$ cat config.mk
export PLATFORM = sky130hd
export DESIGN_NAME = dcache_wb_reader_flat
export DESIGN_NICKNAME = d
export VERILOG_FILES = /design/src/rtl/dcache_wb_reader_if.sv /design/src/rtl/dcache_wb_reader.sv /design/src/flat_wrapper.sv
export SDC_FILE = /design/constraint.sdc
export NUM_CORES = 1
export LEC_CHECK = 0
export CAP_MARGIN = 20
export CORE_MARGIN = 2
export CORE_UTILIZATION = 43
export CTS_BUF_LIST = sky130_fd_sc_hd__clkbuf_4
export CTS_CLUSTER_DIAMETER = 50
export CTS_CLUSTER_SIZE = 8
export DETAILED_ROUTE_END_ITERATION = 12
export GPL_ROUTABILITY_DRIVEN = 0
export PLACE_DENSITY = 0.84
export SLEW_MARGIN = 25
export SYNTH_ARGS = -nofsm -noshare
export SYNTH_HDL_FRONTEND = slang
export SYNTH_SLANG_ARGS = --single-unit
$ cat constraint.sdc
create_clock -name clk -period 6.13 [get_ports clk]
set_input_delay 0.613 -clock clk [delete_from_list [all_inputs] [get_ports clk]]
set_output_delay 0.613 -clock clk [all_outputs]
set_load 0.02 [all_outputs]
$ cat src/rtl/dcache_wb_reader_if.sv
// rtl/dcache_wb_reader_if.sv - writeback request, AXI write channels and completion signals
interface dcache_wb_reader_if #(
    parameter int LINE_WORDS = 8,
    parameter int ADDR_WIDTH = 32
);
    logic                       req_valid;
    logic                       req_ready;
    logic [ADDR_WIDTH-1:0]      req_addr;
    logic [LINE_WORDS*32-1:0]   line_data;

    logic                       awvalid;
    logic                       awready;
    logic [ADDR_WIDTH-1:0]      awaddr;
    logic [7:0]                 awlen;
    logic [2:0]                 awsize;
    logic [1:0]                 awburst;

    logic                       wvalid;
    logic                       wready;
    logic [31:0]                wdata;
    logic [3:0]                 wstrb;
    logic                       wlast;

    logic                       bvalid;
    logic                       bready;
    logic [1:0]                 bresp;

    logic                       done;
    logic                       err;

    // master: the writeback reader itself; slave: cache plus memory side
    modport master (
        input  req_valid, req_addr, line_data, awready, wready, bvalid, bresp,
        output req_ready, awvalid, awaddr, awlen, awsize, awburst,
               wvalid, wdata, wstrb, wlast, bready, done, err
    );

    modport slave (
        output req_valid, req_addr, line_data, awready, wready, bvalid, bresp,
        input  req_ready, awvalid, awaddr, awlen, awsize, awburst,
               wvalid, wdata, wstrb, wlast, bready, done, err
    );
endinterface

$ cat src/rtl/dcache_wb_reader.sv
// rtl/dcache_wb_reader.sv - captures a dirty cache line and writes it out as one INCR burst
module dcache_wb_reader #(
    parameter int LINE_WORDS = 8,
    parameter int ADDR_WIDTH = 32
) (
    input  logic                 clk,
    input  logic                 rst,
    dcache_wb_reader_if.master   bus
);
    localparam int CW  = $clog2(LINE_WORDS);
    localparam int OFF = CW + 2;

    localparam logic [1:0] S_IDLE = 2'd0;
    localparam logic [1:0] S_ADDR = 2'd1;
    localparam logic [1:0] S_DATA = 2'd2;
    localparam logic [1:0] S_RESP = 2'd3;

    localparam logic [CW-1:0]         LAST_BEAT  = CW'(LINE_WORDS - 1);
    localparam logic [ADDR_WIDTH-1:0] ALIGN_MASK = ~ADDR_WIDTH'((1 << OFF) - 1);

    logic [1:0]               state;
    logic [CW-1:0]            cnt;
    logic [ADDR_WIDTH-1:0]    addr_q;
    logic [LINE_WORDS*32-1:0] line_q;
    logic                     done_q;
    logic                     err_q;

    always_ff @(posedge clk or posedge rst) begin
        if (rst) begin
            state  <= S_IDLE;
            cnt    <= '0;
            addr_q <= '0;
            done_q <= 1'b0;
            err_q  <= 1'b0;
        end else begin
            done_q <= 1'b0;
            err_q  <= 1'b0;
            case (state)
                S_IDLE: begin
                    if (bus.req_valid) begin
                        addr_q <= bus.req_addr & ALIGN_MASK;
                        cnt    <= '0;
                        state  <= S_ADDR;
                    end
                end
                S_ADDR: begin
                    if (bus.awready) state <= S_DATA;
                end
                S_DATA: begin
                    // counter parks on the last beat so it never wraps inside a burst
                    if (bus.wready) begin
                        if (cnt == LAST_BEAT) state <= S_RESP;
                        else                  cnt   <= cnt + 1'b1;
                    end
                end
                S_RESP: begin
                    if (bus.bvalid) begin
                        done_q <= 1'b1;
                        err_q  <= (bus.bresp != 2'b00);
                        state  <= S_IDLE;
                    end
                end
                default: state <= S_IDLE;
            endcase
        end
    end

    // The data RAM set may be reused right after accept, so keep a private copy.
    always_ff @(posedge clk) begin
        if (state == S_IDLE && bus.req_valid) line_q <= bus.line_data;
    end

    assign bus.req_ready = (state == S_IDLE);
    assign bus.awvalid   = (state == S_ADDR);
    assign bus.awaddr    = addr_q;
    assign bus.awlen     = 8'(LINE_WORDS - 1);
    assign bus.awsize    = 3'b010;
    assign bus.awburst   = 2'b01;
    assign bus.wvalid    = (state == S_DATA);
    assign bus.wdata     = line_q[{cnt, 5'd0} +: 32];
    assign bus.wstrb     = 4'hF;
    assign bus.wlast     = (state == S_DATA) && (cnt == LAST_BEAT);
    assign bus.bready    = (state == S_RESP);
    assign bus.done      = done_q;
    assign bus.err       = err_q;
endmodule

$ cat src/flat_wrapper.sv
// flat-port wrapper written by rule: the top's interface ports become plain ports
module dcache_wb_reader_flat 
#(
    parameter int LINE_WORDS = 8,
    parameter int ADDR_WIDTH = 32
)
  (clk, rst, bus_req_valid, bus_req_addr, bus_line_data, bus_awready, bus_wready, bus_bvalid, bus_bresp, bus_req_ready, bus_awvalid, bus_awaddr, bus_awlen, bus_awsize, bus_awburst, bus_wvalid, bus_wdata, bus_wstrb, bus_wlast, bus_bready, bus_done, bus_err);
  dcache_wb_reader_if #(.LINE_WORDS(LINE_WORDS), .ADDR_WIDTH(ADDR_WIDTH)) bus_i ();
  input  logic clk;
  input  logic rst;
  input wire logic [$bits(bus_i.req_valid)-1:0] bus_req_valid;
  input wire logic [$bits(bus_i.req_addr)-1:0] bus_req_addr;
  input wire logic [$bits(bus_i.line_data)-1:0] bus_line_data;
  input wire logic [$bits(bus_i.awready)-1:0] bus_awready;
  input wire logic [$bits(bus_i.wready)-1:0] bus_wready;
  input wire logic [$bits(bus_i.bvalid)-1:0] bus_bvalid;
  input wire logic [$bits(bus_i.bresp)-1:0] bus_bresp;
  output wire logic [$bits(bus_i.req_ready)-1:0] bus_req_ready;
  output wire logic [$bits(bus_i.awvalid)-1:0] bus_awvalid;
  output wire logic [$bits(bus_i.awaddr)-1:0] bus_awaddr;
  output wire logic [$bits(bus_i.awlen)-1:0] bus_awlen;
  output wire logic [$bits(bus_i.awsize)-1:0] bus_awsize;
  output wire logic [$bits(bus_i.awburst)-1:0] bus_awburst;
  output wire logic [$bits(bus_i.wvalid)-1:0] bus_wvalid;
  output wire logic [$bits(bus_i.wdata)-1:0] bus_wdata;
  output wire logic [$bits(bus_i.wstrb)-1:0] bus_wstrb;
  output wire logic [$bits(bus_i.wlast)-1:0] bus_wlast;
  output wire logic [$bits(bus_i.bready)-1:0] bus_bready;
  output wire logic [$bits(bus_i.done)-1:0] bus_done;
  output wire logic [$bits(bus_i.err)-1:0] bus_err;
  assign bus_i.req_valid = bus_req_valid;
  assign bus_i.req_addr = bus_req_addr;
  assign bus_i.line_data = bus_line_data;
  assign bus_i.awready = bus_awready;
  assign bus_i.wready = bus_wready;
  assign bus_i.bvalid = bus_bvalid;
  assign bus_i.bresp = bus_bresp;
  assign bus_req_ready = bus_i.req_ready;
  assign bus_awvalid = bus_i.awvalid;
  assign bus_awaddr = bus_i.awaddr;
  assign bus_awlen = bus_i.awlen;
  assign bus_awsize = bus_i.awsize;
  assign bus_awburst = bus_i.awburst;
  assign bus_wvalid = bus_i.wvalid;
  assign bus_wdata = bus_i.wdata;
  assign bus_wstrb = bus_i.wstrb;
  assign bus_wlast = bus_i.wlast;
  assign bus_bready = bus_i.bready;
  assign bus_done = bus_i.done;
  assign bus_err = bus_i.err;
  dcache_wb_reader #(.LINE_WORDS(LINE_WORDS), .ADDR_WIDTH(ADDR_WIDTH)) u_core (.clk(clk), .rst(rst), .bus(bus_i));
endmodule
==> results of run 1 <==
-- cells in the mapped netlist --
library cell,instances
nor3_1,1
nand2_1,4
o21ai_0,3
clkbuf_1,5
mux2_2,24
buf_6,1
inv_2,2
nand2b_1,2
or2_0,1
o32a_1,1
o21a_1,1
edfxtp_1,256
dfrtp_1,34
inv_1,6
mux4_2,59
buf_2,9
conb_1,2
ha_1,6
mux2_1,11
buf_4,22
mux2_4,25
and2_1,2
o22ai_1,2
a22o_1,3
nor2_1,1
a21o_1,1
buf_12,4
clkbuf_4,1
mux4_1,5
buf_1,1
-- final timing paths --
check                                            end  slack, ns  depth (start not counted)
worst max register to register    u_core.line_q[147]       3.14                          6
max in group asynchronous              u_core.cnt[0]       5.37                          3
worst min-delay path                  u_core.bus.err       0.40                          3
worst max-delay path                    bus_wdata[8]       2.34                          4
worst min register to register  u_core.bus.awaddr[7]       0.49                          1
min in group clk                u_core.bus.awaddr[7]       0.49                          1
-- power breakdown --
| part | switching (mW) | internal, mW | total, mW |
|---|---|---|---|
| combinational | 1.00 | 1.29 | 2.30 |
| sequential | 0.238 | 2.67 | 2.91 |
| clock | 0.617 | 0.411 | 1.03 |
-- worst register-to-register path, delay by kind of cell (launching register included) --
family / cells / cell delay [ns]
AND/OR/NAND/NOR: 1 / 0.08
buffers and inverters: 4 / 1.61
flip-flops: 1 / 0.42
adder cells (fa/ha/maj): 1 / 0.26
-- kinds of logic after synthesis --
logic type / count (synthesis) / share of synthesized area (%)
other: 2 / 0.0662
flip-flops: 290 / 75.3
buffers and inverters: 51 / 3.19
adder cells (fa/ha/maj): 6 / 0.662
AO/OA/AOI/OAI: 11 / 0.695
multiplexers: 124 / 19.7
AND/OR/NAND/NOR: 11 / 0.485
-- per-layer routing --
metal,vias up,track usage (%),wire length [µm]
met5,-,0,0
met4,0,6.97,841
met3,58,5.63,2100
met2,311,28.9,12200
met1,2962,19.1,8640
li1,2756,-,-
-- state kept, by name, indices dropped and copies added, names as in the netlist --
name and flops:
u_core.bus.done 1, u_core.cnt 3, u_core.bus.err 1, u_core.state 2, u_core.line_q 256, u_core.bus.awaddr 27
-- layout make-up --
cell class | count | share of cell area (%)
multi-input combinational | 174 | 16.1
tap | 335 | 2.68
timing repair buffer | 364 | 23.4
clock buffer | 55 | 2.64
clock inverter | 3 | 0.128
antenna | 3 | 0.0481
sequential | 290 | 54.7
inverter | 8 | 0.216
==> results.json, run 1 <==
{
  "status": "complete, no violations",
  "crit_path_cell_trace": "buf_4 -> mux4_2 -> mux2_4 -> clkdlybuf4s50_1",
  "hold_violations": 0,
  "syn_area_mm2": 0.0113,
  "stdcell_count": 1232,
  "num-nets-final": 1183,
  "drv_slew": 0,
  "grt_overflow_total": 0,
  "post-cts-setup-buffers": 0,
  "htree_levels": 2,
  "critPathArrivalTime_ns": 3.18,
  "finClkSkew_ns": 0.0321,
  "netlist_instances": 495,
  "holdBufCountCts": 0,
  "crit_family": "buffers and inverters",
  "die_h_um": 166,
  "yosys_register_bits": 290,
  "critPathLaunchType": "register",
  "relSlewSlack_pct": 33.0,
  "fill_cells": 1846,
  "cts.path.max_buffers": 3,
  "drv_cap": 0,
  "port_buffers": 356,
  "grt_pass1_vias": 6675,
  "synth_area_leader_cell": "edfxtp_1",
  "yosysSeqAreaShare_pct": 75.3,
  "total_power_mw": 6.23,
  "startpoint": "u_core.cnt[0]",
  "grtUsageTotal_pct": 16.7,
  "ant_nets": 0,
  "cts_tree": "built",
  "timing.rr.start": "u_core.state[0]",
  "final_util_pct": 60.1,
  "yosys_warnings": 0,
  "place_inst": 1170,
  "synth_cell_types": 30,
  "worst_slack_ns": 2.34,
  "drc": 0,
  "placementRows": 59,
  "final_common_cell": "clkdlybuf4s50_1",
  "cts-root-buf": "clkbuf_4",
  "max-vdd-ir-drop_mv": 0.230,
  "hold_path.class": "primary input to asynchronous set/reset pin",
  "worstSetupEndpointType": "output port",
  "die_w_um": 166,
  "clk_latency_ns": 0.63,
  "pin_count": 384,
  "fin_crit_sh_pct": 61.9,
  "cts.sinks": 290,
  "design_area_mm2": 0.0156,
  "tightest_slew_ns": 1.01,
  "critPathSlowestCell": "dfrtp_4",
  "setup_viol": 0,
  "final-seq-area_mm2": 0.00855,
  "drtPass1Iterations": 6,
  "max_stage_delay_ns": 0.72,
  "grt_start_max_net_pins": 136,
  "power.static_leakage_nw": 5.36,
  "area_growth_pct": 37.6,
  "syn_avg_cell_area_um2": 22.9,
  "clk_pin_slew_ns": 0.09,
  "critPathBufInv": 2,
  "fmax_ghz": 0.264,
  "placed_area_mm2": 0.0151,
  "die_area_mm2": 0.0277,
  "cts_buffers": 43,
  "viasPerCell": 4.94,
  "critPathKind": "register to output port",
  "avgRoutedWirePerCell_um": 19.3,
  "final_cell_mix": "clkdlybuf4s50_1 (356), edfxtp_1 (256), mux4_2 (59)",
  "wirelength_mm": 23.8,
  "powerDensity_mw_per_mm2": 399,
  "synthTopCellsByArea": "edfxtp_1 (68%), mux4_2 (12%), dfrtp_1 (7.5%)",
  "grt_first_pass_wirelength_mm": 35.7,
  "cp_max_fo": 20,
  "drt_iter0_markers": 336,
  "synth_top_area_share_pct": 67.8,
  "dr_total_vias": 6087,
  "hpwl_mm": 16.7,
  "required_ns": 5.52,
  "drive_gt1_share_pct": 20.0,
  "grt_setup_unrepaired": "false",
  "start_util_pct": 43.7,
  "cts_resized": 0,
  "core_area_mm2": 0.0260,
  "min_period_ns": 3.79,
  "antenna_found_initial": 3,
  "post-place-ws_ns": 2.42,
  "whs_ns": 0.399,
  "multiInputGateArea_mm2": 0.00252,
  "fin_tns_setup_ns": 0
}
No activity file was read; power rests on OpenSTA's default activity.
==> run 2, diff against run 1 <==
==> constraint.sdc (replaced) <==
create_clock -name clk -period 3.3 [get_ports clk]
set_input_delay 0.33 -clock clk [delete_from_list [all_inputs] [get_ports clk]]
set_output_delay 0.33 -clock clk [all_outputs]
set_load 0.02 [all_outputs]
==> results.json, run 2 (same netlist as run 1, synthesis figures left out) <==
{
  "status": "complete, no violations",
  "antenna_found_initial": 6,
  "setup_viol": 0,
  "powerDensity_mw_per_mm2": 753,
  "critPathLaunchType": "register",
  "max_stage_delay_ns": 0.56,
  "hold_violations": 0,
  "cp_max_fo": 4,
  "max_flop_register": "u_core.line_q",
  "area_growth_pct": 39.9,
  "grt_overflow_total": 0,
  "drv_cap": 0,
  "r2r_cells": 5,
  "crit_family": "buffers and inverters",
  "clk_pin_slew_ns": 0.09,
  "critPathArrivalTime_ns": 2.85,
  "cts_buffers": 43,
  "grt_first_pass_wirelength_mm": 38.2,
  "whs_ns": 0.0804,
  "wirelength_mm": 25.1,
  "fmax_ghz": 0.315,
  "final-seq-area_mm2": 0.00855,
  "timing.rr.start": "u_core.state[0]",
  "fin_crit_sh_pct": 96.2,
  "die_w_um": 166,
  "largest_register_ffs": 256,
  "clk_latency_ns": 0.64,
  "required_ns": 2.97,
  "grt_setup_unrepaired": "false",
  "finClkSkew_ns": 0.0247,
  "avgRoutedWirePerCell_um": 20.0,
  "cts-root-buf": "clkbuf_4",
  "drc": 0,
  "pin_count": 384,
  "max-vdd-ir-drop_mv": 0.407,
  "die_h_um": 166,
  "drtPass1Iterations": 4,
  "tightest_slew_ns": 0.619,
  "drv_slew": 0,
  "relSlewSlack_pct": 58.7,
  "fill_cells": 1865,
  "crit_top_cell": "buf_4",
  "drt_iter0_markers": 360,
  "cts.sinks": 290,
  "num-nets-final": 1194,
  "start_util_pct": 43.7,
  "drive_gt1_share_pct": 21.7,
  "holdBufCountCts": 0,
  "htree_levels": 2,
  "critPathSlowestCell": "mux4_1",
  "placementRows": 59,
  "fin_tns_setup_ns": 0,
  "final_common_cell": "clkdlybuf4s50_1",
  "die_area_mm2": 0.0277,
  "grt_start_max_net_pins": 79,
  "ant_nets": 0,
  "port_buffers": 356,
  "critPathKind": "register to output port",
  "final_cell_mix": "clkdlybuf4s50_1 (355), edfxtp_1 (256), mux4_2 (59)",
  "grt_pass1_vias": 6849,
  "rr_endpoint": "u_core.line_q[39]",
  "grtUsageTotal_pct": 18.1,
  "critPathBufInv": 3,
  "core_area_mm2": 0.0260,
  "cts_tree": "built",
  "min_period_ns": 3.18,
  "crit_path_cell_trace": "buf_4 -> buf_4 -> mux4_1 -> mux2_4 -> clkdlybuf4s50_1",
  "dr_total_vias": 6208,
  "hpwl_mm": 18.1,
  "cts.path.max_buffers": 3,
  "worstSetupEndpointType": "output port",
  "r2r_slack_ns": 1.13,
  "viasPerCell": 4.96,
  "multiInputGateArea_mm2": 0.00254,
  "power.static_leakage_nw": 5.49,
  "hold_path.class": "primary input to asynchronous set/reset pin"
}
run 2: cell types whose count changed in the layout (fill, tap and decap cells not counted), moves of 2 or more:
| cell | before | now |
|---|---|---|
| buf_12 | 1 | 8 |
| buf_4 | 6 | 10 |
| clkbuf_4 | 55 | 58 |
| inv_2 | 2 | 5 |
| clkinv_1 | 1 | 3 |
| diode_2 | 3 | 5 |
| inv_1 | 5 | 3 |
run 2: layer usage:
layer | wire length (µm) | part of all wire [%] | global-route usage, % | vias to the layer above
met3 | 2170 | 8.7 | 5.92 | 58
li1 | - | - | - | 2787
met4 | 829 | 3.3 | 7.65 | 2
met2 | 13300 | 53 | 32.1 | 305
met1 | 8750 | 35 | 19.9 | 3056
met5 | 12 | 0.048 | 0 | -
run 2: metrics by stage:
stage / setup slack, ns / instance area (µm²) / power, mW / cells / utilization, %
2_1_floorplan: -1.83 / 11500 / 8.24 / 515 / -
3_5_place_dp: 0.450 / 15300 / 9.95 / 1176 / 58.8
6_report: 0.124 / 15900 / 11.9 / 1251 / 61.1
4_1_cts: 0.0290 / 15900 / 12.1 / 1246 / 61.0
5_1_grt: 0.00660 / 15900 / 12.5 / 1251 / 61.1
3_3_place_gp: 0.440 / 15300 / 9.82 / 1176 / 58.8
run 2: area by class of cell:
class	instances	area share (%)
antenna	5	0.0788
clock buffer	58	2.74
clock inverter	6	0.331
inverter	8	0.213
multi-input combinational	174	16.0
sequential	290	53.9
tap	335	2.64
timing repair buffer	375	24.1
run 2: what timing repair did:
item | CTS | global route
gates resized for setup | 0 | 1
setup buffers | 6 | 0
setup endpoints to repair | 31 | 1
run 2: worst max path at each step:
stage                     depth (start not counted)                to            start
after global placement                            4      bus_wdata[9]    u_core.cnt[0]
after global routing                              5     bus_wdata[20]    u_core.cnt[0]
after CTS                                         5     bus_wdata[20]    u_core.cnt[0]
after detailed placement                          4      bus_wdata[9]    u_core.cnt[0]
final                                             5     bus_wdata[20]    u_core.cnt[0]
after floorplan                                   5  u_core.line_q[0]  u_core.state[0]
run 2: power breakdown:
part / internal [mW] / switching (mW) / leakage (nW)
clock: 0.882 / 1.17 / 0.290
sequential: 4.96 / 0.286 / 2.77
combinational: 2.55 / 2.10 / 2.43
total: 8.39 / 3.56 / 5.49
